File: config.mk
export PLATFORM = sky130hd
export DESIGN_NAME = bram_seq_reader
export DESIGN_NICKNAME = d
export VERILOG_FILES = /design/src/rtl/bram_seq_reader_pkg.sv /design/src/rtl/seq_reader_fifo2.sv /design/src/rtl/bram_seq_reader.sv
export SDC_FILE = /design/constraint.sdc
export NUM_CORES = 1
export LEC_CHECK = 0
export BUFFER_PORTS_ARGS = -buffer_cell sky130_fd_sc_hd__buf_4
export CAP_MARGIN = 30
export CORE_ASPECT_RATIO = 1.4
export CORE_MARGIN = 4
export CORE_UTILIZATION = 45
export CTS_BUF_LIST = sky130_fd_sc_hd__clkbuf_4
export DETAILED_ROUTE_END_ITERATION = 7
export PLACE_DENSITY = 0.74
export SYNTH_ARGS = -nofsm -noshare
export SYNTH_HDL_FRONTEND = slang
export SYNTH_HIERARCHICAL = 1
export SYNTH_SLANG_ARGS = --single-unit
File: constraint.sdc
create_clock -name clk -period 3.75 [get_ports clk]
set_clock_uncertainty 0.1 [all_clocks]
set_input_delay 0 -clock clk [delete_from_list [all_inputs] [get_ports clk]]
set_output_delay 0 -clock clk [all_outputs]
set_load 0.03 [all_outputs]
File: src/rtl/bram_seq_reader_pkg.sv
// Shared types and sizing helpers for the sequential BRAM reader.
package bram_seq_reader_pkg;

  typedef enum logic [1:0] {
    IDLE  = 2'd0,
    READ  = 2'd1,
    DRAIN = 2'd2,
    DONE  = 2'd3
  } state_t;

  localparam int FIFO_DEPTH = 2;

  // One extra bit so a full-memory run (2^ADDR_WIDTH words) fits in the length field.
  function automatic int len_width(input int addr_width);
    return addr_width + 1;
  endfunction

endpackage

File: src/rtl/seq_reader_fifo2.sv
// Two-entry synchronous FIFO; push and pop in the same cycle are both honoured.
module seq_reader_fifo2
  import bram_seq_reader_pkg::*;
#(
  parameter int DATA_WIDTH = 8
) (
  input  logic                  clk,
  input  logic                  rst_n,
  input  logic                  push,
  input  logic [DATA_WIDTH-1:0] push_data,
  input  logic                  pop,
  output logic [DATA_WIDTH-1:0] head,
  output logic [1:0]            count
);

  logic [DATA_WIDTH-1:0] mem [FIFO_DEPTH];
  logic                  wr_ptr;
  logic                  rd_ptr;

  always_ff @(posedge clk or negedge rst_n) begin
    if (!rst_n) begin
      for (int i = 0; i < FIFO_DEPTH; i++) begin
        mem[i] <= '0;
      end
      wr_ptr <= 1'b0;
      rd_ptr <= 1'b0;
      count  <= 2'd0;
    end else begin
      if (push) begin
        mem[wr_ptr] <= push_data;
        wr_ptr      <= ~wr_ptr;
      end
      if (pop) begin
        rd_ptr <= ~rd_ptr;
      end
      count <= count + 2'(push) - 2'(pop);
    end
  end

  assign head = mem[rd_ptr];

  // Read issue is credit-limited upstream, so these can only fire on a logic bug.
  a_no_overflow: assert property (@(posedge clk) disable iff (!rst_n)
    !(push && !pop && count == 2'(FIFO_DEPTH)));
  a_no_underflow: assert property (@(posedge clk) disable iff (!rst_n)
    !(pop && count == 2'd0));

endmodule

File: src/rtl/bram_seq_reader.sv
// Streams a contiguous run of words from a 1-cycle read-latency BRAM onto a valid/ready stream.
// Optional SEQ_READER_REVERSE_EN adds a 'reverse' input that walks the run in descending order.
module bram_seq_reader
  import bram_seq_reader_pkg::*;
#(
  parameter int ADDR_WIDTH = 4,
  parameter int DATA_WIDTH = 8,
  parameter int LEN_WIDTH  = len_width(ADDR_WIDTH)
) (
  input  logic                  clk,
  input  logic                  rst_n,
  input  logic                  start,
  input  logic [ADDR_WIDTH-1:0] start_addr,
  input  logic [LEN_WIDTH-1:0]  length,
  output logic                  busy,
  output logic                  done,
  output logic [ADDR_WIDTH-1:0] bram_addr,
  input  logic [DATA_WIDTH-1:0] bram_data,
  output logic [DATA_WIDTH-1:0] out_data,
  output logic                  out_valid,
  input  logic                  out_ready
`ifdef SEQ_READER_REVERSE_EN
  ,
  input  logic                  reverse
`endif
);

  state_t                state;
  state_t                state_nxt;
  logic [ADDR_WIDTH-1:0] cur_addr;
  logic [ADDR_WIDTH-1:0] first_addr;
  logic [LEN_WIDTH-1:0]  remaining;
  logic                  inflight;
  logic [1:0]            fifo_count;
  logic [2:0]            occupancy;
  logic                  pop;
  logic                  issue;
  logic                  dir_rev;
  logic                  accept;

  assign accept = (state == IDLE) && start;
  assign pop    = out_valid && out_ready;

  // Words already buffered plus the one in the BRAM pipe, less the one leaving now.
  assign occupancy = {1'b0, fifo_count} + {2'b00, inflight} - {2'b00, pop};
  assign issue     = (state == READ) && (remaining != '0) && (occupancy < 3'(FIFO_DEPTH));

`ifdef SEQ_READER_REVERSE_EN
  logic                  rev_q;
  logic [ADDR_WIDTH-1:0] len_lo;

  assign len_lo     = length[ADDR_WIDTH-1:0];
  assign first_addr = reverse ? (start_addr + len_lo - ADDR_WIDTH'(1)) : start_addr;
  assign dir_rev    = rev_q;

  always_ff @(posedge clk or negedge rst_n) begin
    if (!rst_n) begin
      rev_q <= 1'b0;
    end else if (accept) begin
      rev_q <= reverse;
    end
  end
`else
  assign first_addr = start_addr;
  assign dir_rev    = 1'b0;
`endif

  always_ff @(posedge clk or negedge rst_n) begin
    if (!rst_n) begin
      state <= IDLE;
    end else begin
      state <= state_nxt;
    end
  end

  always_comb begin
    state_nxt = state;
    busy      = 1'b1;
    done      = 1'b0;
    case (state)
      IDLE: begin
        busy = 1'b0;
        if (start) begin
          state_nxt = (length == '0) ? DONE : READ;
        end
      end
      READ: begin
        if (issue && (remaining == LEN_WIDTH'(1))) begin
          state_nxt = DRAIN;
        end
      end
      DRAIN: begin
        // Leave once the pipe is empty and the last buffered word is handed off this cycle.
        if (!inflight && ((fifo_count == 2'd0) || ((fifo_count == 2'd1) && pop))) begin
          state_nxt = DONE;
        end
      end
      DONE: begin
        done      = 1'b1;
        state_nxt = IDLE;
      end
      default: begin
        state_nxt = IDLE;
      end
    endcase
  end

  always_ff @(posedge clk or negedge rst_n) begin
    if (!rst_n) begin
      cur_addr  <= '0;
      remaining <= '0;
      inflight  <= 1'b0;
    end else begin
      inflight <= issue;
      if (accept) begin
        cur_addr  <= first_addr;
        remaining <= length;
      end else if (issue) begin
        cur_addr  <= dir_rev ? (cur_addr - ADDR_WIDTH'(1)) : (cur_addr + ADDR_WIDTH'(1));
        remaining <= remaining - LEN_WIDTH'(1);
      end
    end
  end

  // Address is held between issues; the extra BRAM reads it causes are never captured.
  assign bram_addr = cur_addr;

  seq_reader_fifo2 #(
    .DATA_WIDTH(DATA_WIDTH)
  ) u_fifo (
    .clk      (clk),
    .rst_n    (rst_n),
    .push     (inflight),
    .push_data(bram_data),
    .pop      (pop),
    .head     (out_data),
    .count    (fifo_count)
  );

  assign out_valid = (fifo_count != 2'd0);

endmodule
==> results.sh <==
export IMPL_clock_tree_from_tritoncts="yes"
export IMPL_worst_slew_pin_slew_ns=0.609
export IMPL_leak_uw=0.00108
export IMPL_synth_top_area_share=0.458
export IMPL_top_level_ports=36
export IMPL_remaining_drc_errors=0
export IMPL_die_area_um2=4960
export IMPL_timing_hold_worst_class="in2reg"
export IMPL_clock_sinks=32
export IMPL_clockRootBuffer="sky130_fd_sc_hd__clkbuf_4"
export IMPL_max_rail_drop_vdd_mv=0.586
export IMPL_ys_seq_area_frac=0.458
export IMPL_critical_path_slowest_cell="sky130_fd_sc_hd__dfrtp_1"
export IMPL_finalWeightedCongestion=0.791
export IMPL_area_sequential_um2=801
export IMPL_vias=1292
export IMPL_syn_instance_count=147
export IMPL_crit_reg2reg_capture="remaining[3]"
export IMPL_layout_net_count=238
export IMPL_drt_first_pass_iters=4
export IMPL_clk_path_buf_depth=2
export IMPL_dp_final_hpwl_mm=2.62
export IMPL_min_delay_path_depth=4
export IMPL_multi_input_area_um2=882
export IMPL_post_synth_top_area_cell="sky130_fd_sc_hd__dfrtp_1"
export IMPL_grt_overflow=0
export IMPL_timing_critical_path_slowest_cell_delay_ns=0.48
export IMPL_core_area_um2=3710
export IMPL_synth_most_common_cell="sky130_fd_sc_hd__dfrtp_1"
export IMPL_routed_via_density=5.23
export IMPL_worst_skew_pair_late_latency_ns=0.33
export IMPL_clk_pin_slew_worst_paths_ns=0.11
export IMPL_synth_nets=181
export IMPL_maxSlewViolCount=0
export IMPL_post_cts_setup_buffers=0
export IMPL_synthTopCellsByArea="sky130_fd_sc_hd__dfrtp_1, sky130_fd_sc_hd__mux2_2, sky130_fd_sc_hd__ha_1"
export IMPL_number_of_violations_reported_at_the_end_of_detailed_routing_iteration_0=20
export IMPL_fin_crit_sh=0.845
export IMPL_route_antenna_remaining_nets=0
export IMPL_timing_slew_headroom=0.592
export IMPL_max_cap_violations=0
export IMPL_synthesis_area_per_instance_um2=11.9
export IMPL_gr_usage_all_layers=0.172
export IMPL_crit_path_start_kind="register"
export IMPL_post_route_cell_area_um2=2300
export IMPL_area_growth_synth_to_final_pct=31.7
export IMPL_pwr_density_cell_nw_per_um2=900
export IMPL_wl_per_cell_um=14.8
export IMPL_holdWs_ns=0.0304
export IMPL_finalPower_uw=2070
export IMPL_synth_seq_cells=32
export IMPL_start_util=0.471
export IMPL_cts_buffers_inserted=5
export IMPL_timing_hold_violations_final=0
export IMPL_critical_path_peak_fanout=12
export IMPL_synthesis_yosys_warnings=6
export IMPL_synthTopCellsByCount="sky130_fd_sc_hd__dfrtp_1, sky130_fd_sc_hd__mux2_2, sky130_fd_sc_hd__ha_1"
export IMPL_diodes=0
export IMPL_antenna_found_initial=0
export IMPL_hold_path_endpoint="bram_addr[3]"
export IMPL_post_route_cells_drive_above_1_share=0.356
export IMPL_highest_achievable_clock_rate_ghz=0.316
export IMPL_num_rows=26
export IMPL_vias_in_the_first_global_route=1456
export IMPL_ctsHtreeMaxLevel=2
export IMPL_routed_wl_mm=3.65
export IMPL_critical_path_required_ns=3.90
export IMPL_r2r_cells=9
export IMPL_critPathCaptureType="register"
export IMPL_synth_flop_cell="sky130_fd_sc_hd__dfrtp_1"
export IMPL_rsz0062_at_grt="false"
export IMPL_setup_tns_ns=0
export IMPL_io_buffers=35
export IMPL_fill_cells=297
export IMPL_synth_cell_area_um2=1750
export IMPL_outcome="complete, no violations"
export IMPL_worst_endpoint_arrival_ns=3.32
export IMPL_netlist_cell_type_count=32
export IMPL_reg2reg_start="u_fifo/count[1]"
export IMPL_setup_viol_count_final=0
export IMPL_die_height_um=81.7
export IMPL_floorplan_die_width_um=60.7
export IMPL_critical_path_class="reg2reg"
export IMPL_worst_r2r_setup_slack_ns=0.58
export IMPL_wire_length_of_the_first_global_routing_pass_mm=6.37
export IMPL_placed_cell_area_um2=2030
export IMPL_worstPathCellList="or2_2, and2_1, ha_1, nand2b_1, fa_1, xnor2_2, nand3_2, or3_1, a31oi_1"
export IMPL_postSynth_asyncResetShare=1.00
export IMPL_worstHoldStart="start"
export IMPL_finalCriticalPeriod_ns=3.17
export IMPL_synth_edff_count=0
export IMPL_pin_count_of_the_biggest_net_entering_global_routing=33
-- placed cells by master, fill, tap and decap left out, types with 2 or more instances in the layout --
cell                            Yosys  layout
sky130_fd_sc_hd__a31oi_1            4       4
sky130_fd_sc_hd__clkbuf_4           0       6
sky130_fd_sc_hd__nand2_1            8       8
sky130_fd_sc_hd__nand3_1            2       2
sky130_fd_sc_hd__dlygate4sd3_1      0      19
sky130_fd_sc_hd__mux2_2            16      16
sky130_fd_sc_hd__mux2_4             8       8
sky130_fd_sc_hd__dfrtp_1           32      32
sky130_fd_sc_hd__and2_1             3       3
sky130_fd_sc_hd__nor2b_1            2       2
sky130_fd_sc_hd__ha_1              12      12
sky130_fd_sc_hd__nor3_1             2       2
sky130_fd_sc_hd__buf_4              0      35
sky130_fd_sc_hd__or3_1              4       4
sky130_fd_sc_hd__xor2_1             5       5
sky130_fd_sc_hd__o21ai_1            5       5
sky130_fd_sc_hd__o21ai_0            4       4
sky130_fd_sc_hd__inv_1              9       9
sky130_fd_sc_hd__mux2i_1            3       3
sky130_fd_sc_hd__nor2_1             8       8
sky130_fd_sc_hd__nand4_1            3       3
sky130_fd_sc_hd__xnor2_1            3       3
-- per-layer routing --
metal  wire length, um  GRT usage  vias to the layer above
met2              1980      0.319                       41
met4                49     0.0521                        0
li1                  -          -                      619
met3               220     0.0487                        6
met1              1400      0.182                      626
met5                 0          0                        -
-- repair_timing --
| action | CTS | global route |
|---|---|---|
| gates resized for setup | 0 | 0 |
| hold endpoints to repair | 59 | 0 |
| endpoints found under the setup margin | 0 | 0 |
| hold buffers | 19 | 0 |
-- logic make-up (layout without fill, tap and decap cells) --
family                     count (synthesis)  in the layout  synth area share
and+or+nand+nor                           38             38             0.118
muxes                                     27             27             0.189
AOI/OAI and AO/OA                         15             15            0.0508
DFF                                       32             32             0.458
buffers and inverters                     13             71            0.0372
adders and majority gates                 13             13            0.0973
xor gates and xnor gates                   9              9            0.0494
-- report_power, final --
group / internal [uW] / switching (uW) / leakage, uW
combinational: 544 / 582 / 0.000652
sequential: 524 / 156 / 0.000382
clock: 147 / 118 / 0.0000456
-- flip-flops by register name, summed over array words and instances, names as in the netlist --
| name | cells |
|---|---|
| u_fifo/wr_ptr | 1 |
| u_fifo/mem | 16 |
| remaining | 5 |
| inflight | 1 |
| u_fifo/count | 2 |
| u_fifo/rd_ptr | 1 |
| state | 2 |
| bram_addr | 4 |
-- worst max-delay path, delay by kind of cell (launching register included) --
kind	cells	cell delay, ns
flip-flops	1	0.48
AO/OA/AOI/OAI	1	0.16
XOR/XNOR	1	0.26
adder cells (fa/ha/maj)	2	0.69
AND/OR/NAND/NOR	5	1.39
-- layout make-up --
cell class                      count  share of cell area
Multi-Input combinational cell    102               0.383
Sequential cell                    32               0.348
Timing Repair Buffer               54               0.197
Tap cell                           42              0.0228
Clock buffer                        6              0.0196
Clock inverter                      2              0.0152
Inverter                            9              0.0147
-- worst max path at each step --
stage                          from           end  slack, ns  cells past startpoint
floorplan           u_fifo/count[1]  remaining[3]       0.74                     10
global placement    u_fifo/count[1]  remaining[3]       0.76                      9
detailed placement  u_fifo/count[1]  bram_addr[3]       0.58                      9
CTS                 u_fifo/count[1]  bram_addr[3]       0.56                      9
global route        u_fifo/count[1]  remaining[3]       0.38                      9
finish              u_fifo/count[1]  remaining[3]       0.58                      9
-- through the flow --
stage / std cells / setup slack (ns) / util
after floorplan: 147 / 0.737 / -
after global placement: 220 / 0.758 / 0.548
after detailed placement: 220 / 0.583 / 0.548
after CTS: 247 / 0.563 / 0.621
after global routing: 247 / 0.380 / 0.621
final: 247 / 0.581 / 0.621
No activity file was read; power rests on OpenSTA's default activity.
